<file path="src/rtl/fetch.sv">
// Instruction fetch stage: program counter, memory request/valid handshake and a
// one-cycle issue strobe to the decoder. Define FETCH_HALT_EN to make opcode 111 halt.
module fetch #(
  parameter int ADDRESS_BITS = 5,
  parameter int INSTR_BITS   = 3
) (
  input  logic                               clk,
  input  logic                               rst_n,
  input  logic                               run,
  input  logic                               stall,
  output logic [ADDRESS_BITS-1:0]            o_mem_addr,
  output logic                               o_mem_rd,
  input  logic                               mem_valid,
  input  logic [INSTR_BITS+ADDRESS_BITS-1:0] mem_data,
  output logic [INSTR_BITS+ADDRESS_BITS-1:0] o_value,
  output logic                               o_enable,
  output logic [ADDRESS_BITS-1:0]            o_pc,
  output logic                               o_halted,
  output logic [2:0]                         dbg_state
);

  localparam int VALUE_BITS = INSTR_BITS + ADDRESS_BITS;

  localparam logic [2:0] S_IDLE  = 3'd0;
  localparam logic [2:0] S_REQ   = 3'd1;
  localparam logic [2:0] S_WAIT  = 3'd2;
  localparam logic [2:0] S_ISSUE = 3'd3;
  localparam logic [2:0] S_HALT  = 3'd4;

  logic [2:0]              state;
  logic [INSTR_BITS-1:0]   opcode;
  logic [ADDRESS_BITS-1:0] pc_inc;
  logic                    is_nop;
  logic                    is_halt;
  logic                    issuable;

  assign opcode = o_value[VALUE_BITS-1 -: INSTR_BITS];
  assign pc_inc = o_pc + ADDRESS_BITS'(1);
  assign is_nop = (opcode == '0);
`ifdef FETCH_HALT_EN
  assign is_halt = (opcode == '1);
`else
  assign is_halt = 1'b0;
`endif
  assign issuable  = ~is_nop & ~is_halt;
  assign o_enable  = (state == S_ISSUE) & ~stall & issuable;
  assign dbg_state = state;

  // Handshake: o_mem_rd is high for exactly the REQ cycle with o_mem_addr valid;
  // mem_data is taken on the first WAIT cycle that sees mem_valid, never in REQ.
  always_ff @(posedge clk or negedge rst_n) begin
    if (!rst_n) begin
      state      <= S_IDLE;
      o_value    <= '0;
      o_mem_rd   <= 1'b0;
      o_mem_addr <= '0;
      o_pc       <= '0;
      o_halted   <= 1'b0;
    end else begin
      o_mem_rd <= 1'b0;
      case (state)
        S_IDLE: begin
          if (run) begin
            state      <= S_REQ;
            o_mem_rd   <= 1'b1;
            o_mem_addr <= o_pc;
          end
        end
        S_REQ: state <= S_WAIT;
        S_WAIT: begin
          if (mem_valid) begin
            o_value <= mem_data;
            state   <= S_ISSUE;
          end
        end
        S_ISSUE: begin
          if (is_halt) begin
            o_halted <= 1'b1;
            state    <= S_HALT;
          end else if (is_nop || !stall) begin
            // NOPs retire without a strobe and without honouring stall.
            o_pc <= pc_inc;
            if (run) begin
              state      <= S_REQ;
              o_mem_rd   <= 1'b1;
              o_mem_addr <= pc_inc;
            end else begin
              state <= S_IDLE;
            end
          end
        end
        S_HALT: state <= S_HALT;
        default: state <= S_IDLE;
      endcase
    end
  end

endmodule
</file>
<file path="config.mk">
export PLATFORM = sky130hd
export DESIGN_NAME = fetch
export DESIGN_NICKNAME = d
export VERILOG_FILES = /design/src/rtl/fetch.sv
export SDC_FILE = /design/constraint.sdc
export NUM_CORES = 1
export LEC_CHECK = 0
export CORE_MARGIN = 2
export CORE_UTILIZATION = 40
export DETAILED_ROUTE_END_ITERATION = 6
export PLACE_DENSITY = 0.69
export SYNTH_ARGS = -nofsm -noshare
export SYNTH_HDL_FRONTEND = slang
export SYNTH_SLANG_ARGS = --single-unit
</file>
<file path="constraint.sdc">
create_clock -name clk -period 1.6 [get_ports clk]
set_input_delay 0.24 -clock clk [delete_from_list [all_inputs] [get_ports clk]]
set_output_delay 0.24 -clock clk [all_outputs]
set_load 0.02 [all_outputs]
</file>
=== Word-level counts from Yosys, hierarchy flattened ===
Index checks and enable logic that the tools add are counted.

* Memories: 0
* Logic and storage cells: 39
* Bits in registers: 22
* Output and inout port bits: 24
* Bits in writable memories: 0
* Latch bits: 0
* Input port bits: 13
* Memory bits (read-only): 0

* Div/mod/pow operators: 0
* Equal/unequal tests: 8
* Reductions and logical operators: 9
* Bitwise gates (word level): 4
* Add/subtract/negate cells: 1
* Order comparisons: 0
* Shifts and indexed selects: 0
* $mul: 0
* Mux-type cells: 12

{| class="wikitable"
|+ Operators by type and width
! operator !! count
|-
| 5-bit 2-to-1 mux || 3
|-
| 3-bit case mux with 5 select lines || 1
|-
| 5-bit case mux with 2 select lines || 1
|-
| 3-bit 2-to-1 mux || 3
|-
| 3-bit by 2-bit equality test with 1-bit output, second input constant || 2
|-
| 3-bit logical NOT || 2
|-
| 2-bit != test, second input constant || 3
|-
| 5-bit by 1-bit adder with 5-bit output, second input constant || 1
|-
| 2-bit AND reduction || 2
|-
| 4-bit AND reduction || 1
|-
| 3-bit by 1-bit equality test with 1-bit output, second input constant || 1
|-
| 3-bit equality test, second input constant || 1
|-
| 1-bit 2-to-1 mux || 3
|-
| 3-bit AND reduction || 1
|-
| 1-bit AND || 2
|-
| 2-bit by 1-bit != test with 1-bit output, second input constant || 1
|-
| 1-bit inverter || 2
|-
| 1-bit case mux with 2 select lines || 1
|-
| 2-bit nonzero test || 1
|-
| 1-bit logical NOT || 1
|-
| 1-bit logical OR || 1
|}

=== Longest topological paths before layout ===
* Depth after elaboration: 4
* Mapped depth: 5
* Gate-level depth less buffers: 4

=== Least setup slack after synthesis ===
Ideal clock, no wire load.

* Path kind: flip-flop to output port
* Start: register state[0] (netlist: dbg_state[0])
* End: output o_enable
* Cell stages (with the launch flop): 6
* Arrival: 1.371 ns
* Path slack: -0.011 ns
* Path buffers: 2
* Cells stage by stage: dfrtp_1 > buf_2 > and3b_1 > clkbuf_1 > o31ai_1 > nor2_1

* Longest elaborated chain between the ends: 3

{| class="wikitable"
|+ Ends and longest elaborated chain
! what !! line !! RTL
|-
| start: declaration || 30 || <nowiki>logic [2:0] state;</nowiki>
|-
| start signal: assignment || 53 || <nowiki>state <= S_IDLE;</nowiki>
|-
| start signal: assignment || 64 || <nowiki>state <= S_REQ;</nowiki>
|-
| start signal: assignment || 69 || <nowiki>S_REQ: state <= S_WAIT;</nowiki>
|-
| 3-bit by 2-bit equality test with 1-bit output || 46 || <nowiki>assign o_enable = (state == S_ISSUE) & ~stall & issuable;</nowiki>
|-
| 1-bit AND (2 in series) || 46 ||
|-
| end: declaration || 16 || <nowiki>output logic o_enable,</nowiki>
|}

No other way between the ends.

=== Worst setup path after layout ===
* Start: register state[2] (netlist: dbg_state[2])
* End: register o_mem_addr[3]

* Longest elaborated chain between the ends: 3
* Elaborated cells between the ends (all ways): 8
* Classes of those cells: eq/ne: 4; mux: 1; reduce/logical: 3

{| class="wikitable"
|+ Ends and longest elaborated chain
! what !! line !! RTL
|-
| 3-bit by 2-bit equality test with 1-bit output or 3-bit logical NOT (tied branches) || 61 || <nowiki>case (state)</nowiki>
|-
| 2-bit != test (no source line), or another cell as far along || -- ||
|-
| 4-bit AND reduction (no source line) || -- ||
|-
| end signal: assignment || 66 || <nowiki>o_mem_addr <= o_pc;</nowiki>
|-
| end signal: assignment || 86 || <nowiki>o_mem_addr <= pc_inc;</nowiki>
|-
| end: declaration || 11 || <nowiki>output logic [ADDRESS_BITS-1:0] o_mem_addr,</nowiki>
|}

Several ways; a longest one is shown, not always the timed one.
A chain may end at the register's enable or synchronous reset.

==> impl_metrics.py <==
metrics = {
    "run_status": {
        "outcome": "finished with violations",
        "failed_checks": "negative setup slack",
    },
    "clocking": {
        "h-tree-depth": 1,
        "numCtsBuffers": 3,
        "clock_latency_ps": 300,
        "path_clk_slew_ps": 130,
        "cts_hold_buffers": 0,
        "cts_root_buf": "clkbuf_4",
        "tritoncts": "yes",
        "cts.sinks": 22,
        "clockBufferDepth": 2,
    },
    "place": {
        "dp_slack_ps": -217,
        "dp.cells": 159,
        "placed_cell_area_um2": 1540,
        "dp.final_hpwl_um": 1730,
        "numPortBuffers": 35,
        "place.gp.congestion": 0.734,
    },
    "power_and_ir_drop": {
        "power_mw": 3.21,
        "pwr-share-comb_pct": 57.7,
        "power.internal_mw": 1.92,
        "ir_drop_mv": 1.45,
        "switching_power_mw": 1.29,
        "leakage_nw": 0.705,
        "p_per_area_nw_per_um2": 1980,
        "clkPwrFrac_pct": 9.5,
        "pwr-share-seq_pct": 32.8,
        "p_sw_share_pct": 40.3,
    },
    "synthesis": {
        "synth_flop_cell": "dfrtp_1",
        "synth_edf_count": 0,
        "yosysSeqAreaShare_pct": 52.6,
        "yosys_warnings": 0,
        "ys_types": 33,
        "synth_top_cell_area_share_pct": 52.6,
        "ys_seq_elements": 22,
        "syn_avg_cell_area_um2": 12.8,
        "synthTopCellsByArea": "dfrtp_1 (53%), mux2_1 (9.7%), o31a_1 (3.3%)",
        "syn-num-nets": 96,
        "yosysMostFrequentCell": "dfrtp_1",
        "async_flop_share_pct": 100,
        "synth.cell_area_um2": 1050,
        "syn_inst": 82,
        "ys_top_cells_by_count": "dfrtp_1 (22), mux2_1 (9), buf_2 (4), o31a_1 (4), xnor2_1 (4)",
        "synth_top_area_cell": "dfrtp_1",
    },
    "sta": {
        "fmax_mhz": 603,
        "maxSlewViolCount": 0,
        "fin_crit_ps": 1660,
        "setup_viol": 7,
        "hold_viol_final": 0,
        "grt_setup_unrepaired": "yes",
        "fin_crit_sh_pct": 104,
        "final.setup.worst_slack_ps": -59.3,
        "fin_skew_ps": 4.99,
        "worst_hold_slack_ps": 269,
        "tns_ps": -259,
    },
    "floorplan": {
        "pin_count": 37,
        "dieArea_um2": 3040,
        "die_y_um": 55.1,
        "core_area_um2": 2480,
        "chipWidth_um": 55.1,
        "start_util_pct": 42.2,
        "row_count": 18,
    },
    "finish": {
        "fin_area_um2": 1620,
        "multiInputGateArea_um2": 499,
        "post-route-util_pct": 65.3,
        "final_nets": 150,
        "drive_above_1_share_pct": 27.4,
        "final_cells": 165,
        "fillers": 217,
        "syn2layout_area_growth_pct": 54.7,
        "regArea_um2": 551,
        "insertedDiodeCount": 0,
    },
    "global_routing": {
        "grt_pass1_wl_um": 3770,
        "grt_max_degree": 23,
        "grt.overflow.total": 0,
        "track_usage_pct": 17.4,
        "antenna_found_initial": 0,
        "grt_pass1_vias": 876,
    },
    "route": {
        "detail_route.wl_per_cell_um": 14.4,
        "drtIter0Drc": 6,
        "drtPass1Iterations": 4,
        "drc": 0,
        "ant_nets": 0,
        "via_per_inst": 5.42,
        "wirelength_um": 2370,
        "vias": 895,
    },
    "worst_setup_path": {
        "critical_path_peak_fanout": 6,
        "cp-start-kind": "flop",
        "cp-end-kind": "flop",
        "cp.arrival_ps": 1860,
        "path_class": "reg -> reg",
        "cp.required_ps": 1800,
    },
    "worst_hold_path": {
        "min_path_type": "in -> async",
    },
    "run": {
        "maxCapViolations": 0,
    },
}
==> sequential cells by signal, summed over array words and instances (netlist names) <==
register    flops
o_pc            5
dbg_state       3
o_mem_rd        1
o_mem_addr      5
o_value         8
==> critical path, stage by stage, from the launching register on <==
cell	delay, ps
dfrtp_1	430
buf_6	130
buf_6	110
or4b_4	560
o31a_1	130
o221a_1	210
==> final timing paths <==
kind / slack, ps / start / endpoint / cells after the start
worst max register to register: -60 / dbg_state[2] / o_mem_addr[3] / 5
worst min register to register: 500 / o_mem_addr[1] / o_mem_addr[1] / 1
worst min-delay path: 270 / rst_n / o_mem_addr[0] / 2
worst max-delay path: -60 / dbg_state[2] / o_mem_addr[3] / 5
max in group asynchronous: 1100 / rst_n / o_value[5] / 2
min in group clk: 500 / o_mem_addr[1] / o_mem_addr[1] / 1
==> placed cells by master, fill, tap and decap left out, types with 2 or more instances in the layout <==
cell type / n
xnor2_1: 4
a211oi_1: 2
mux2_1: 4
buf_6: 4
clkbuf_4: 3
mux2_4: 5
o31a_1: 4
nand4_1: 3
buf_4: 17
dfrtp_1: 22
nor3b_1: 2
o221a_1: 3
dlygate4sd2_1: 11
and3_1: 2
clkdlybuf4s50_1: 22
nand3_1: 3
==> routing by layer <==
metal	vias to the layer above	share of wire, %	track usage (%)	routed length, um
li1	421	-	-	-
met1	442	41	19.4	965
met2	32	52	32.7	1230
met3	0	7.3	4.84	173
met4	0	0	3.66	0
met5	-	0	0	0
==> cells by family after synthesis <==
family                   after synthesis  synth area share, %
flip-flops                            22                 52.6
multiplexers                           9                 9.69
buffers and inverters                  6                 2.99
XOR/XNOR                               4                 3.35
AO/OA/AOI/OAI                         20                 17.2
AND/OR/NAND/NOR                       19                 12.6
adder cells (fa/ha/maj)                1                 1.20
other                                  1                0.359
==> final cells by class <==
type | count | share of cell area (%)
clock buffer | 4 | 2.24
multi-input combinational | 54 | 30.9
sequential | 22 | 34.0
tap | 30 | 2.32
timing repair buffer | 55 | 30.5
==> power by group through the flow <==
stage          Clock [mW]  Sequential (mW)  Combinational, mW
2_1_floorplan           0             1.38              0.637
5_1_grt             0.338             1.10               2.00
6_report            0.305             1.05               1.85
3_5_place_dp            0             1.06               1.86
4_1_cts             0.315             1.05               1.79
3_3_place_gp            0             1.05               1.83
==> repair_timing <==
action | 4_1_cts | 5_1_grt
endpoints found under the setup margin | 18 | 6
endpoints found under the hold margin | 0 | 0
gates resized for setup | 20 | 12
pin swaps | 4 | 5
buffers inserted | 1 | 1
cloned | 0 | 0
(Power assumes the default switching activity.)
